### config.mk
export PLATFORM = sky130hd
export DESIGN_NAME = kernel_stream_packer
export DESIGN_NICKNAME = d
export VERILOG_FILES = /design/src/rtl/kernel_stream_pkg.sv /design/src/rtl/stream_pack_lanes.sv /design/src/rtl/kernel_stream_packer.sv
export SDC_FILE = /design/constraint.sdc
export NUM_CORES = 1
export LEC_CHECK = 0
export ABC_AREA = 1
export BUFFER_PORTS_ARGS = -buffer_cell sky130_fd_sc_hd__clkbuf_2
export CAP_MARGIN = 30
export CORE_MARGIN = 2
export CORE_UTILIZATION = 30
export DETAILED_ROUTE_END_ITERATION = 8
export GPL_ROUTABILITY_DRIVEN = 0
export PLACE_DENSITY_LB_ADDON = 0.25
export SLEW_MARGIN = 10
export SYNTH_ARGS = -nofsm -noshare
export SYNTH_HDL_FRONTEND = slang
export SYNTH_SLANG_ARGS = --single-unit
export TNS_END_PERCENT = 5
### constraint.sdc
create_clock -name clk -period 2.35 [get_ports clk]
set_input_delay 0.1175 -clock clk [delete_from_list [all_inputs] [get_ports clk]]
set_output_delay 0.1175 -clock clk [all_outputs]
set_load 0.01 [all_outputs]
### src/rtl/kernel_stream_pkg.sv
// Shared types for the kernel stream packer: FSM state, lane-index width helper, default sizes.
// Pure declarations, so there is no latency or backpressure here.
package kernel_stream_pkg;

  localparam int DEF_STREAMW = 32;
  localparam int DEF_VECT    = 8;

  typedef enum logic [1:0] {
    IDLE  = 2'd0,
    FILL  = 2'd1,
    DRAIN = 2'd2,
    DONE  = 2'd3
  } state_e;

  function automatic int lane_idx_w(input int vect);
    return (vect > 1) ? $clog2(vect) : 1;
  endfunction

endpackage

### src/rtl/stream_pack_lanes.sv
// Lane accumulator: writes each accepted word into lane[lane_idx]; the packed word and keep mask are combinational.
// Completion is flagged in the same cycle as the write. Applies no backpressure (the caller gates wr_en).
module stream_pack_lanes
  import kernel_stream_pkg::*;
#(
  parameter int STREAMW = DEF_STREAMW,
  parameter int VECT    = DEF_VECT
) (
  input  logic                    clk,
  input  logic                    rst,
  input  logic                    clr,
  input  logic                    wr_en,
  input  logic [STREAMW-1:0]      wr_dat,
  input  logic                    last_slot,
  output logic                    slot_completes,
  output logic                    complete,
  output logic [VECT*STREAMW-1:0] packed_dat,
  output logic [VECT-1:0]         packed_keep
);

  localparam int LW = lane_idx_w(VECT);

  logic [VECT*STREAMW-1:0] lane_buf_q, lane_buf_d;
  logic [LW-1:0]           lane_idx_q, lane_idx_d;

  assign slot_completes = (lane_idx_q == LW'(VECT-1)) | last_slot;
  assign complete       = wr_en & slot_completes;

  // Merge the incoming word into the current lane so a completing word can leave in the same edge.
  always_comb begin
    packed_dat  = lane_buf_q;
    packed_keep = '0;
    for (int i = 0; i < VECT; i++) begin
      if (i == int'(lane_idx_q)) packed_dat[i*STREAMW +: STREAMW] = wr_dat;
      if (i <= int'(lane_idx_q)) packed_keep[i] = 1'b1;
    end
  end

  // The buffer is zeroed on completion, which keeps the unused lanes of a partial final word at zero.
  always_comb begin
    lane_buf_d = lane_buf_q;
    lane_idx_d = lane_idx_q;
    if (clr) begin
      lane_buf_d = '0;
      lane_idx_d = '0;
    end else if (wr_en) begin
      if (complete) begin
        lane_buf_d = '0;
        lane_idx_d = '0;
      end else begin
        lane_buf_d = packed_dat;
        lane_idx_d = lane_idx_q + LW'(1);
      end
    end
  end

  always_ff @(posedge clk) begin
    if (rst) begin
      lane_buf_q <= '0;
      lane_idx_q <= '0;
    end else begin
      lane_buf_q <= lane_buf_d;
      lane_idx_q <= lane_idx_d;
    end
  end

endmodule

### src/rtl/kernel_stream_packer.sv
// Packs VECT kernel stream words per output beat for a job of NELEM words; STREAM_CHECKSUM_EN adds an XOR checksum port csum.
// ovalid follows the completing transfer by 1 cycle; iready drops only when a completing word meets a held output beat.
module kernel_stream_packer
  import kernel_stream_pkg::*;
#(
  parameter int STREAMW = DEF_STREAMW,
  parameter int VECT    = DEF_VECT,
  parameter int NELEM   = 1024
) (
  input  logic                       clk,
  input  logic                       rst,
  input  logic                       start,
  input  logic                       ivalid,
  output logic                       iready,
  input  logic [STREAMW-1:0]         in1_s0,
  output logic                       ovalid,
  input  logic                       oready,
  output logic [VECT*STREAMW-1:0]    out1_s0,
  output logic [VECT-1:0]            okeep,
  output logic                       olast,
  output logic                       done,
  output logic [$clog2(NELEM+1)-1:0] count
`ifdef STREAM_CHECKSUM_EN
  , output logic [STREAMW-1:0]       csum
`endif
);

  localparam int CW = $clog2(NELEM+1);

  state_e state_q, state_d;

  logic [CW-1:0]           count_q, count_d;
  logic                    ovalid_q, ovalid_d;
  logic [VECT*STREAMW-1:0] out_dat_q, out_dat_d;
  logic [VECT-1:0]         okeep_q, okeep_d;
  logic                    olast_q, olast_d;

  logic                    start_ok;
  logic                    in_xfer;
  logic                    out_take;
  logic                    last_slot;
  logic                    slot_completes;
  logic                    lane_complete;
  logic [VECT*STREAMW-1:0] packed_dat;
  logic [VECT-1:0]         packed_keep;

  assign start_ok  = start & ((state_q == IDLE) | (state_q == DONE));
  assign in_xfer   = ivalid & iready;
  assign out_take  = ovalid_q & oready;
  assign last_slot = (count_q == CW'(NELEM-1));

  stream_pack_lanes #(
    .STREAMW (STREAMW),
    .VECT    (VECT)
  ) u_lanes (
    .clk            (clk),
    .rst            (rst),
    .clr            (start_ok),
    .wr_en          (in_xfer),
    .wr_dat         (in1_s0),
    .last_slot      (last_slot),
    .slot_completes (slot_completes),
    .complete       (lane_complete),
    .packed_dat     (packed_dat),
    .packed_keep    (packed_keep)
  );

  always_ff @(posedge clk) begin
    if (rst) state_q <= IDLE;
    else     state_q <= state_d;
  end

  always_comb begin
    state_d = state_q;
    case (state_q)
      IDLE:    if (start) state_d = FILL;
      FILL:    if (in_xfer && last_slot) state_d = DRAIN;
      DRAIN:   if (out_take && olast_q) state_d = DONE;
      DONE:    if (start) state_d = FILL;
      default: state_d = IDLE;
    endcase
  end

  // A same-cycle oready frees the output register, so the completing word still goes through.
  always_comb begin
    iready = (state_q == FILL) & !(slot_completes & ovalid_q & !oready);
    done   = (state_q == DONE);
  end

  always_comb begin
    count_d   = count_q;
    ovalid_d  = ovalid_q;
    out_dat_d = out_dat_q;
    okeep_d   = okeep_q;
    olast_d   = olast_q;
    if (start_ok)     count_d = '0;
    else if (in_xfer) count_d = count_q + CW'(1);
    if (out_take) ovalid_d = 1'b0;
    if (lane_complete) begin
      ovalid_d  = 1'b1;
      out_dat_d = packed_dat;
      okeep_d   = packed_keep;
      olast_d   = last_slot;
    end
  end

  always_ff @(posedge clk) begin
    if (rst) begin
      count_q   <= '0;
      ovalid_q  <= 1'b0;
      out_dat_q <= '0;
      okeep_q   <= '0;
      olast_q   <= 1'b0;
    end else begin
      count_q   <= count_d;
      ovalid_q  <= ovalid_d;
      out_dat_q <= out_dat_d;
      okeep_q   <= okeep_d;
      olast_q   <= olast_d;
    end
  end

  assign count   = count_q;
  assign ovalid  = ovalid_q;
  assign out1_s0 = out_dat_q;
  assign okeep   = okeep_q;
  assign olast   = olast_q;

`ifdef STREAM_CHECKSUM_EN
  logic [STREAMW-1:0] csum_q, csum_d;

  always_comb begin
    csum_d = csum_q;
    if (start_ok)     csum_d = '0;
    else if (in_xfer) csum_d = csum_q ^ in1_s0;
  end

  always_ff @(posedge clk) begin
    if (rst) csum_q <= '0;
    else     csum_q <= csum_d;
  end

  assign csum = csum_q;
`endif

endmodule

==> results of run 1 <==
==> per-stage QoR <==
| step | setup slack (ns) | area [sq um] | hold WS (ns) |
|---|---|---|---|
| after floorplan | 0.366 | 21600 | 0.316 |
| after global placement | 0.192 | 24500 | 0.415 |
| after detailed placement | 0.136 | 24500 | 0.418 |
| after CTS | 0.120 | 26400 | 0.125 |
| after global routing | 0.0644 | 26400 | 0.146 |
| final | 0.194 | 26400 | 0.147 |
==> sequential cells by signal (all words and copies together), names as in the netlist <==
register,flops
olast,1
u_lanes.lane_buf_q,256
okeep,8
ovalid,1
u_lanes.lane_idx_q,3
state_q,2
count,11
out1_s0,256
==> worst paths after layout <==
| check | startpoint | slack [ns] | end | cells past startpoint |
|---|---|---|---|---|
| worst max-delay path | state_q[0]$_SDFFE_PP0P_ | 0.19 | count[0]$_SDFFE_PP0N_ | 7 |
| worst min-delay path | in1_s0[31] | 0.15 | out1_s0[127]$_SDFFE_PP0P_ | 5 |
| worst max register to register | state_q[0]$_SDFFE_PP0P_ | 0.19 | count[0]$_SDFFE_PP0N_ | 7 |
| worst min register to register | u_lanes.lane_buf_q[237]$_SDFFE_PP0N_ | 0.43 | u_lanes.lane_buf_q[237]$_SDFFE_PP0N_ | 2 |
==> routing by layer <==
metal | track usage (%) | up-vias | part of all wire, % | routed length [microns]
met1 | 27.5 | 9829 | 44 | 34600
met4 | 6.52 | 0 | 2.8 | 2200
met3 | 2.28 | 110 | 5.0 | 3930
met2 | 34.5 | 612 | 49 | 38500
met5 | 0 | - | 0 | 0
li1 | - | 10275 | - | -
==> cells by family after synthesis <==
| family | Yosys count |
|---|---|
| fa+ha+maj | 11 |
| simple gates | 1322 |
| flops | 538 |
| xor+xnor | 3 |
| buf+inv | 323 |
| compound gates | 781 |
==> timing repair <==
| action | in CTS | in global routing |
|---|---|---|
| hold buffers | 5 | 0 |
| hold endpoints to repair | 9 | 0 |
| resized for setup | 0 | 1 |
| endpoints found under the setup margin | 0 | 8 |
==> final cells by class <==
| type | instances | area [sq um] |
|---|---|---|
| Fill cell | 7571 | 45000 |
| Sequential cell | 538 | 10800 |
| Inverter | 77 | 312 |
| Timing Repair Buffer | 414 | 2810 |
| Clock buffer | 83 | 1660 |
| Clock inverter | 22 | 205 |
| Tap cell | 950 | 1190 |
| Multi-Input combinational cell | 2117 | 9500 |
==> worst max-delay path, stage by stage, from the launching register on <==
cell	delay [ns]
dfxtp_1	0.43
inv_1	0.07
ha_1	0.33
a21oi_1	0.15
buf_4	0.19
dlygate4sd3_1	0.68
o21ai_0	0.12
a21oi_1	0.12
==> power by group <==
part	total (mW)	internal (mW)	leakage, nW	switching [mW]
Combinational	2.92	0.720	4.11	2.20
Clock	9.14	5.21	0.908	3.93
Sequential	9.26	9.21	4.33	0.0564
Total	21.3	15.1	9.35	6.19
==> Yosys cell counts, drive strengths merged <==
library cell,number,area [sq um]
nor3,2,10.0
clkinv,1,3.75
dfxtp,538,10800
clkbuf,96,360
a22oi,1,7.51
xnor2,1,8.76
buf,150,759
o211ai,21,158
a21oi,543,2720
nand3,248,1250
nand2,1008,3790
ha,11,138
nor2,58,225
nand4,3,25.0
a21boi,1,7.51
o21a,1,7.51
nor3b,1,7.51
xor2,2,17.5
nor4,1,6.26
o21ai,214,1070
and3,1,6.26
inv,76,285
==> flow_summary.yaml, run 1 <==
placement:
  dpl.cell_count: 4091
  port_buffers: 315
  dp_hpwl_microns: 49300
logic_synthesis:
  syn_inst: 2978
  synth_compound_area_share_pct: 18.3
  yosys.area_share.simple_pct: 24.6
  synth-seq-cells: 538
  synthAdderAreaFrac_pct: 0.636
  synth_top_family_by_area: "simple AND/OR/NAND/NOR gates"
  synth_cell_types: 29
  synth_seq_area_share_pct: 49.8
  avgSynthCellArea_sq_um: 7.26
  synth_xor_area_share_pct: 0.121
  muxShareOfSynthArea_pct: 0
  netlist_area_sq_um: 21600
  synth-warning-count: 0
  syn-num-nets: 3026
drt:
  first_iter_violations: 1892
  drc: 0
  first_pass_iters: 6
  final_antenna_net_count: 0
  vias_per_cell: 4.96
  num_vias: 20826
  wirelength_microns: 79300
  routedWlPerCell_microns: 18.9
power_and_ir_drop:
  p_total_mw: 21.3
  pwr_density_cell_nw_per_um2: 807
  leakage_nw: 9.35
  ir_worst_vdd_mv: 0.522
worst_setup_path:
  critPathRequiredTime_ns: 2.89
  critPathKind: "reg2reg"
  cp_max_fo: 5
  worstPathArrival_ns: 2.70
  start_kind: "flip-flop"
  end_kind: "flip-flop"
global_route:
  grt_pass1_vias: 18522
  overflow: 0
  grt_util_all_layers_pct: 20.5
  grt_max_degree: 160
  antenna_found_initial: 6
  grt_pass1_wl_microns: 117000
run:
  maxCapViolations: 0
layout:
  final_common_cell: "nand2_1"
  diodes: 0
  syn_to_final_growth_pct: 22.2
  fin_util_pct: 37.0
  most-common-layout-cells: "nand2_1 (1,000), a21oi_1 (543), dfxtp_1 (538)"
  layout.nets: 3254
  drive_gt1_share_pct: 16.0
  stdcell_count: 4201
sta:
  period_needed_ns: 2.16
  finalSetupViolCount: 0
  hold_viol: 0
  slew_violations: 0
  max_slew_margin_pct: 25.4
  max_slew.worst_pin.slew_ns: 1.12
  min_period_over_period_pct: 91.7
  clock.fmax_mhz: 464
  rsz0062_at_grt: "false"
  finClkSkew_ns: 0.0157
  tns_ns: 0
clock_tree:
  post_cts_buffers: 0
  clockBufferDepth: 3
  cts_buffers: 58
  cts_root_buf: "clkbuf_16"
  h-tree-depth: 2
  tritoncts: "built"
  cts.clk_slew.worst_paths_ns: 0.06
  clock_latency_ns: 0.61
  clock-sinks: 538
floorplanning:
  die_w_microns: 273
  rows: 98
  die_h_microns: 273
  core_area_sq_um: 71500
  initial_core_util_pct: 30.3
  die_area_sq_um: 74300
  ios: 316
worst_hold_path:
  hp-class: "in2reg"
outcome:
  status: "completed"
(Power assumes the default switching activity.)
==> run 2, diff against run 1 <==
--- a/config.mk
+++ b/config.mk
@@ -5,7 +5,6 @@
 export SDC_FILE = /design/constraint.sdc
 export NUM_CORES = 1
 export LEC_CHECK = 0
-export ABC_AREA = 1
 export BUFFER_PORTS_ARGS = -buffer_cell sky130_fd_sc_hd__clkbuf_2
 export CAP_MARGIN = 30
 export CORE_MARGIN = 2
==> flow_summary.yaml, run 2 <==
outcome:
  status: "completed"
global_route:
  grt_pass1_vias: 19191
  grt_util_all_layers_pct: 22.0
  overflow: 0
  grt_max_degree: 134
  grt_pass1_wl_microns: 130000
  antenna_found_initial: 3
power_and_ir_drop:
  ir_worst_vdd_mv: 0.539
  pwr_density_cell_nw_per_um2: 813
  p_total_mw: 22.0
  swShare_pct: 29.5
  p_int_mw: 15.5
  seqPwrFrac_pct: 42.2
  p_comb_share_pct: 14.7
  switching_power_mw: 6.49
  leakage_nw: 9.44
  pwr-share-clk_pct: 43.1
layout:
  drive_gt1_share_pct: 22.0
  most-common-layout-cells: "dfxtp_1 (536), clkbuf_2 (314), nand2_1 (286)"
  fin_util_pct: 37.0
  syn_to_final_growth_pct: 21.6
  final_cell_area_sq_um: 27100
  final_common_cell: "dfxtp_1"
  stdcell_count: 3498
  layout.nets: 2540
logic_synthesis:
  async_reset_ff_share_pct: 0
  syn-num-nets: 2363
  syn_inst: 2315
  synth-edff-count: 0
  synth_cell_types: 55
  post-synth-top-count-cell: "dfxtp_1"
  avgSynthCellArea_sq_um: 9.61
  synth-seq-cells: 538
  netlist_area_sq_um: 22300
  synth_area_leaders: "dfxtp_1 (48%), mux2i_1 (8.9%), o32ai_1 (7.6%)"
  synth_seq_area_share_pct: 48.4
  synth-main-ff-cell: "dfxtp_1"
  synthTopCellsByCount: "dfxtp_1 (538), nand2_1 (298), a21oi_1 (278)"
  synth_top_area_cell: "dfxtp_1"
  synth.top_cell.area_share_pct: 48.4
  synth-warning-count: 0
drt:
  final_antenna_net_count: 0
  routedWlPerCell_microns: 25.2
  first_pass_iters: 5
  wirelength_microns: 88300
  vias_per_cell: 5.71
  drc: 0
  first_iter_violations: 1659
  num_vias: 19990
floorplanning:
  core_area_sq_um: 73200
  die_w_microns: 276
  ios: 316
  die_area_sq_um: 76400
  die_h_microns: 276
  initial_core_util_pct: 30.4
  rows: 99
placement:
  dp_hpwl_microns: 56700
  dpl-instance-area_sq_um: 24700
  port_buffers: 315
  dpl.cell_count: 3372
sta:
  max_slew_margin_pct: 50.6
  min_period_over_period_pct: 98.5
  max_slew.worst_pin.slew_ns: 0.740
  finClkSkew_ns: 0.0211
  clock.fmax_mhz: 432
  rsz0062_at_grt: "true"
  period_needed_ns: 2.32
  slew_violations: 0
  finalSetupViolCount: 0
  tns_ns: 0
  hold_viol: 0
worst_setup_path:
  start_kind: "flip-flop"
  end_kind: "flip-flop"
  critical-path-top-delay-family: "compound AO/OA/AOI/OAI gates"
  critPathRequiredTime_ns: 2.87
  critPathKind: "reg2reg"
  slowest_delay_ns: 0.41
  slowest_stage: "o32ai_1"
  cp_num_buf_inv: 3
  worstPathArrival_ns: 2.84
  crit_chain: "ha_2 -> ha_4 -> buf_4 -> a31oi_4 -> buf_4 -> bufbuf_16 -> nand2_1 -> o32ai_1"
  cp_max_fo: 10
  critPathMostFrequentCell: "buf_4"
clock_tree:
  clock_latency_ns: 0.64
  clock-sinks: 538
  h-tree-depth: 2
  cts_buffers: 58
  cts_root_buf: "clkbuf_16"
  clockBufferDepth: 3
  cts.clk_slew.worst_paths_ns: 0.06
  tritoncts: "built"
run:
  maxCapViolations: 0
worst_hold_path:
  hp-class: "in2reg"
-- run 2: changes by cell type in the layout (fill, tap and decap cells not counted), sizes merged, moves of 33 or more --
cell	previous run	this run
a211oi	0	197
a21oi	543	279
a311oi	0	67
and3	1	34
inv	77	6
mux2i	0	197
nand2	1008	300
nand3	248	78
nor2	58	9
o21ai	214	8
o32ai	0	192
-- run 2: repair_timing --
item / 4_1_cts / 5_1_grt
gates resized for setup: 0 / 33
pin swaps: 0 / 2
endpoints found under the hold margin: 22 / 0
setup buffers: 3 / 4
cloned: 2 / 1
hold buffers: 10 / 0
setup endpoints to repair: 1 / 384
-- run 2: final cells by class --
class	count	area, sq um
Antenna cell	1	2.50
Clock buffer	87	1730
Clock inverter	19	233
Fill cell	7301	46100
Inverter	6	22.5
Multi-Input combinational cell	1468	10200
Sequential cell	538	10800
Tap cell	959	1200
Timing Repair Buffer	420	2950
-- run 2: metrics by stage --
stage                     setup slack [ns]  hold slack (ns)
after global placement              0.0584            0.412
after global routing               -0.0277           0.0369
after detailed placement            0.0344            0.420
after CTS                         0.000655           0.0172
after floorplan                     0.0184            0.317
final                               0.0347           0.0560
-- run 2: power groups by stage --
stage / Combinational (mW) / Sequential, mW / Clock (mW)
after floorplan: 1.99 / 9.46 / 0
after global placement: 3.12 / 9.47 / 0
after detailed placement: 3.16 / 9.47 / 0
after CTS: 3.18 / 9.27 / 9.63
after global routing: 3.41 / 9.28 / 10.0
final: 3.23 / 9.27 / 9.49
-- run 2: worst register-to-register path: cells and delay by family, from the launching register on --
family,cells,cell delay (ns)
AND/OR/NAND/NOR,1,0.27
adder cells (fa/ha/maj),2,0.40
flip-flops,1,0.32
buffers and inverters,3,0.59
AO/OA/AOI/OAI,2,0.64
-- run 2: worst paths after layout --
| kind | start | to | slack [ns] | depth (start not counted) |
|---|---|---|---|---|
| max | u_lanes.lane_idx_q[0]$_SDFFE_PP0N_ | u_lanes.lane_buf_q[86]$_SDFFE_PP0N_ | 0.03 | 8 |
| min | in1_s0[27] | u_lanes.lane_buf_q[123]$_SDFFE_PP0N_ | 0.06 | 2 |
| min reg2reg | okeep[0]$_SDFFE_PP0P_ | okeep[0]$_SDFFE_PP0P_ | 0.46 | 2 |
| max reg2reg | u_lanes.lane_idx_q[0]$_SDFFE_PP0N_ | u_lanes.lane_buf_q[86]$_SDFFE_PP0N_ | 0.03 | 8 |
-- run 2: routing by layer --
layer / vias up / part of all wire [%] / GRT usage [%]
met5: - / 0.011 / 0
met4: 2 / 2.8 / 6.64
met3: 152 / 9.0 / 6.84
met2: 798 / 44 / 33.5
met1: 9959 / 44 / 29.6
li1: 9079 / - / -
-- run 2: logic make-up after synthesis --
logic type                 synth area share (%)
muxes                                      8.86
adders and majority gates                 0.618
DFF                                        48.4
buffers and inverters                      7.17
and+or+nand+nor                            9.40
AOI/OAI and AO/OA                          25.6
